[config.mk]
export PLATFORM = sky130hd
export DESIGN_NAME = shift_add_mult4_ctrl
export DESIGN_NICKNAME = d
export VERILOG_FILES = /design/src/rtl/shift_add_mult4_ctrl.sv
export SDC_FILE = /design/constraint.sdc
export NUM_CORES = 1
export LEC_CHECK = 0
export CAP_MARGIN = 15
export CORE_MARGIN = 3
export CORE_UTILIZATION = 25
export DETAILED_ROUTE_END_ITERATION = 7
export DONT_BUFFER_PORTS = 1
export GPL_ROUTABILITY_DRIVEN = 0
export PLACE_DENSITY_LB_ADDON = 0.08
export SYNTH_ARGS = -nofsm -noshare
export SYNTH_HDL_FRONTEND = slang
export SYNTH_SLANG_ARGS = --single-unit
[constraint.sdc]
create_clock -name clk -period 1.5 [get_ports clk]
set_input_delay 0.375 -clock clk [delete_from_list [all_inputs] [get_ports clk]]
set_output_delay 0.375 -clock clk [all_outputs]
set_load 0.05 [all_outputs]
[src/rtl/shift_add_mult4_ctrl.sv]
// shift_add_mult4_ctrl: sequential N x N shift-and-add multiplier controller driving an external N-bit adder.
// One add-and-shift per clock; the adder sum/cout is consumed combinationally in the same cycle.
module shift_add_mult4_ctrl #(
    parameter int N = 4
) (
    input  logic           clk,
    input  logic           rst_n,
    input  logic           start,
    input  logic [N-1:0]   multiplicand,
    input  logic [N-1:0]   multiplier,
    output logic [N-1:0]   add_a,
    output logic [N-1:0]   add_b,
    output logic           add_cin,
    input  logic [N-1:0]   add_sum,
    input  logic           add_cout,
    output logic           busy,
    output logic           done,
    output logic [2*N-1:0] product
);
    localparam int CW = $clog2(N);
    localparam logic [1:0] IDLE = 2'd0;
    localparam logic [1:0] CALC = 2'd1;
    localparam logic [1:0] DONE = 2'd2;

    logic [1:0]     state_q, state_d;
    logic [N-1:0]   acc_q, acc_d, mreg_q, mreg_d, qreg_q, qreg_d;
    logic [CW-1:0]  cnt_q, cnt_d;
    logic [2*N-1:0] product_q, product_d;

    assign busy    = state_q == CALC;
    assign done    = state_q == DONE;
    assign add_a   = busy ? acc_q : '0;
    assign add_b   = (busy && qreg_q[0]) ? mreg_q : '0;
    assign add_cin = 1'b0;
    assign product = product_q;

    always_comb begin
        state_d   = state_q;
        acc_d     = acc_q;
        mreg_d    = mreg_q;
        qreg_d    = qreg_q;
        cnt_d     = cnt_q;
        product_d = product_q;
        case (state_q)
            IDLE: if (start) begin
                mreg_d  = multiplicand;
                qreg_d  = multiplier;
                acc_d   = '0;
                cnt_d   = '0;
                state_d = CALC;
            end
            CALC: begin
                // carry becomes the new MSB so the shifted partial product never overflows
                acc_d  = {add_cout, add_sum[N-1:1]};
                qreg_d = {add_sum[0], qreg_q[N-1:1]};
                cnt_d  = cnt_q + 1'b1;
                if (cnt_q == CW'(N-1)) begin
                    product_d = {add_cout, add_sum[N-1:1], add_sum[0], qreg_q[N-1:1]};
                    state_d   = DONE;
                end
            end
            default: state_d = IDLE;
        endcase
    end

    always_ff @(posedge clk) begin
        if (!rst_n) begin
            state_q   <= IDLE;
            acc_q     <= '0;
            mreg_q    <= '0;
            qreg_q    <= '0;
            cnt_q     <= '0;
            product_q <= '0;
        end else begin
            state_q   <= state_d;
            acc_q     <= acc_d;
            mreg_q    <= mreg_d;
            qreg_q    <= qreg_d;
            cnt_q     <= cnt_d;
            product_q <= product_d;
        end
    end
endmodule

==> run summary, run 1 <==
outcome: finished, violations left
violated checks: setup timing
number of vias in the routed layout: 829
Placement Setup Slack: 0.184 ns
Net Sw Frac: 24.7%
overall overflow remaining after global route: 0
area occupied by registers: 482 um2
origin of the worst min-delay path: rst_n
cells after synthesis: 116
initial antenna violation count: 0
area taken by multi-input logic gates: 538 um2
worst vdd rail ir drop: 0.000309 V
first-pass GRT wire length: 4040 um
register share of total power: 53.6%
die span in x: 70.6 um
hpwl dp: 1800 um
setup slack after layout: -0.0229 ns
source of the critical timing path: state_q[1]
signed area change from the synthesized netlist to the final layout: 17.1%
FP Rows: 22
DRC Markers: 0
vias in the first global route: 790
cell total after placement: 162
number of slew-limit violations in the final report: 0
# setup viols final: 6
number of top-level pins: 35
depth of the worst register-to-register path: 4
maximum number of pins on one net before global-route repair: 25
Leak: 0.453 nW
TritonCTS clock tree: built
Avg Cell Area, Syn: 9.01 um2
Nets: 138
Crit-path slowest cell: dfxtp_2
Inserted Diodes: 0
final hold violations: 0
number of vias per cell: 4.93
overall die area: 4990 um2
CP startpoint kind: flop
startpoint-to-endpoint class of the critical path: reg -> out
filler-free cell count of the finished design: 168
clock input transition at the sequential cells of the worst setup and hold paths: 0.08 ns
highest net fanout along the worst path: 5
Clock Sinks: 24
clock network power share: 34.3%
number of input and output port buffers inserted: 0
share of the clock period used by the worst path after layout: 102%
Critical R2R Launch: state_q[1]
min cycle time layout: 1.52 ns
number of warnings issued by yosys: 0
net count after synthesis: 133
max-cap check violation count: 0
count of H-tree levels built during CTS: 1
layout cells sized above 1: 23.3%
root cell of the clock tree: clkbuf_8
highest cell delay on the worst timing path: 0.34 ns
Max Clk Rate: 657 MHz
Syn Std Cell Area: 1040 um2
setup repair after global routing missed its margin: yes
clock skew after layout: 0.00150 ns
Register-to-Register Setup Slack: 0.25 ns
Yosys reg bits: 24
combinational fraction of design power: 12.0%
effective utilization at floorplan: 27.1%
Cells on Worst Hold Path: 1
CP Cell Sequence: nand2b_4, clkinvlp_4, and2_4
distinct cell type count after synthesis: 28
layout filler cell count: 410
core area: 3850 um2
portion of the post-synthesis area used by sequential elements: 46.0%
drt initial violations: 42
sw power: 315 uW
worst path required time: 1.12 ns
Routed WL: 2570 um
1st-pass router iterations: 4
total power divided by cell area: 1040 nW/um2
number of clock buffers inserted by TritonCTS: 3
WP data arrival: 1.15 ns
number of buffers on the longest clock path: 2
Hold Worst Slack: 0.243 ns
worst reg2reg path endpoint: qreg_q[2]
Slew HR: 65.1%
die height: 70.6 um
Total GRT Usage: 10.3%
Least-Margin Pin Slew: 0.523 ns
cts hold-fix bufs: 0
DR WL/cell: 15.3 um
clock latency on the worst-skew pair: 0.26 ns
Hold Path Sink: cnt_q[0]
Int Pwr: 961 uW
worst hold-check path type: in -> reg
Antenna Violating Nets Remaining: 0
type of element capturing the critical path: output pin
[cells by family (layout without fill, tap and decap cells)]
logic type	after synthesis	in the layout	synth area share [%]
multiplexers	4	4	3.83
adder cells (fa/ha/maj)	1	1	1.20
AND/OR/NAND/NOR	42	42	21.8
AO/OA/AOI/OAI	32	32	20.5
other	1	1	0.359
buffers and inverters	12	16	6.35
flip-flops	24	24	46.0
[layer usage]
metal	track usage (%)	routed length, um
met1	13.0	1100
met2	17.5	1270
met3	2.41	185
met4	3.13	16
met5	0	0
[cell type report]
cell class                 count  area share (%)
tap                           48            4.91
timing repair inverter         1           0.613
sequential                    24            39.4
multi-input combinational     80            44.0
clock buffer                   4            4.50
timing repair buffer           8            5.52
inverter                       3            1.12
[cell usage in the layout, fill, tap and decap left out, types with 4 or more instances in the layout]
| cell | count |
|---|---|
| o21ai_1 | 4 |
| nand3_1 | 8 |
| nor2b_1 | 6 |
| clkbuf_8 | 4 |
| and3_4 | 4 |
| and2_4 | 4 |
| nand2_1 | 12 |
| dfxtp_1 | 23 |
| buf_4 | 6 |
| a21boi_1 | 12 |
| a22oi_1 | 5 |
| o21ai_0 | 4 |
| a21oi_1 | 4 |
| mux2i_1 | 4 |
[per-stage QoR]
step	utilization (%)	power [mW]	TNS, ns	cell area, um2
6_report	31.8	1.28	-0.0962	1220
5_1_grt	31.8	1.34	-0.487	1220
4_1_cts	31.6	1.30	-0.136	1220
3_5_place_dp	29.4	0.841	0	1130
3_3_place_gp	29.4	0.839	0	1130
2_1_floorplan	-	0.832	0	1090
[worst max-delay path by stage]
stage / slack [ns] / end / cells past startpoint
floorplan: 0.0004 / done / 2
CTS: -0.03 / add_b[3] / 3
finish: -0.02 / add_a[0] / 3
global route: -0.09 / add_a[3] / 3
detailed placement: 0.18 / add_b[3] / 3
global placement: 0.20 / add_b[3] / 3
[repair_timing]
action,in CTS,in global routing
hold endpoints to repair,0,0
setup buffers,1,0
cloned,1,0
resized for setup,4,2
pin swaps,3,3
endpoints found under the setup margin,9,10
[registers in the layout, summed over array words and instances, names as in the netlist]
name	count
acc_q	4
cnt_q	2
mreg_q	4
product	8
qreg_q	4
state_q	2
[power groups by stage]
| stage | logic, mW | clock network (mW) | registers [mW] |
|---|---|---|---|
| final | 0.154 | 0.438 | 0.684 |
| after global routing | 0.167 | 0.486 | 0.688 |
| after CTS | 0.155 | 0.457 | 0.684 |
| after detailed placement | 0.143 | 0 | 0.698 |
| after global placement | 0.141 | 0 | 0.698 |
| after floorplan | 0.139 | 0 | 0.693 |
[worst max-delay path: cells and delay by family (launching register included)]
kind	cells	cell delay, ns
buf+inv	1	0.16
flops	1	0.34
simple gates	2	0.39
[cell usage after synthesis (all sizes together)]
| master | n | area share (%) |
|---|---|---|
| dfxtp | 24 | 46 |
| a21boi | 12 | 8.6 |
| nand2 | 12 | 4.3 |
| nand3 | 8 | 3.8 |
| o21ai | 8 | 3.8 |
| and3 | 6 | 3.6 |
| buf | 6 | 4.0 |
| nor2b | 6 | 3.6 |
| a22oi | 5 | 3.6 |
| a21oi | 4 | 1.9 |
| and2 | 4 | 2.4 |
| mux2i | 4 | 3.8 |
| clkbuf | 3 | 1.1 |
| inv | 3 | 1.3 |
| nand2b | 3 | 1.8 |
| conb | 1 | 0.36 |
| ha | 1 | 1.2 |
| nand3b | 1 | 0.72 |
| nor2 | 1 | 0.36 |
| nor3b | 1 | 1.2 |
| o21bai | 1 | 1.1 |
| o221ai | 1 | 0.84 |
| o22ai | 1 | 0.60 |
Power figures use the tool's default switching activity.
==> run 2: changes to the inputs <==
--- a/config.mk
+++ b/config.mk
@@ -12,6 +12,7 @@
 export DONT_BUFFER_PORTS = 1
 export GPL_ROUTABILITY_DRIVEN = 0
 export PLACE_DENSITY_LB_ADDON = 0.08
+export SLEW_MARGIN = 30
 export SYNTH_ARGS = -nofsm -noshare
 export SYNTH_HDL_FRONTEND = slang
 export SYNTH_SLANG_ARGS = --single-unit
==> results of run 2 <==
No change in the layout: final DEF, timing and power equal those of run 1.
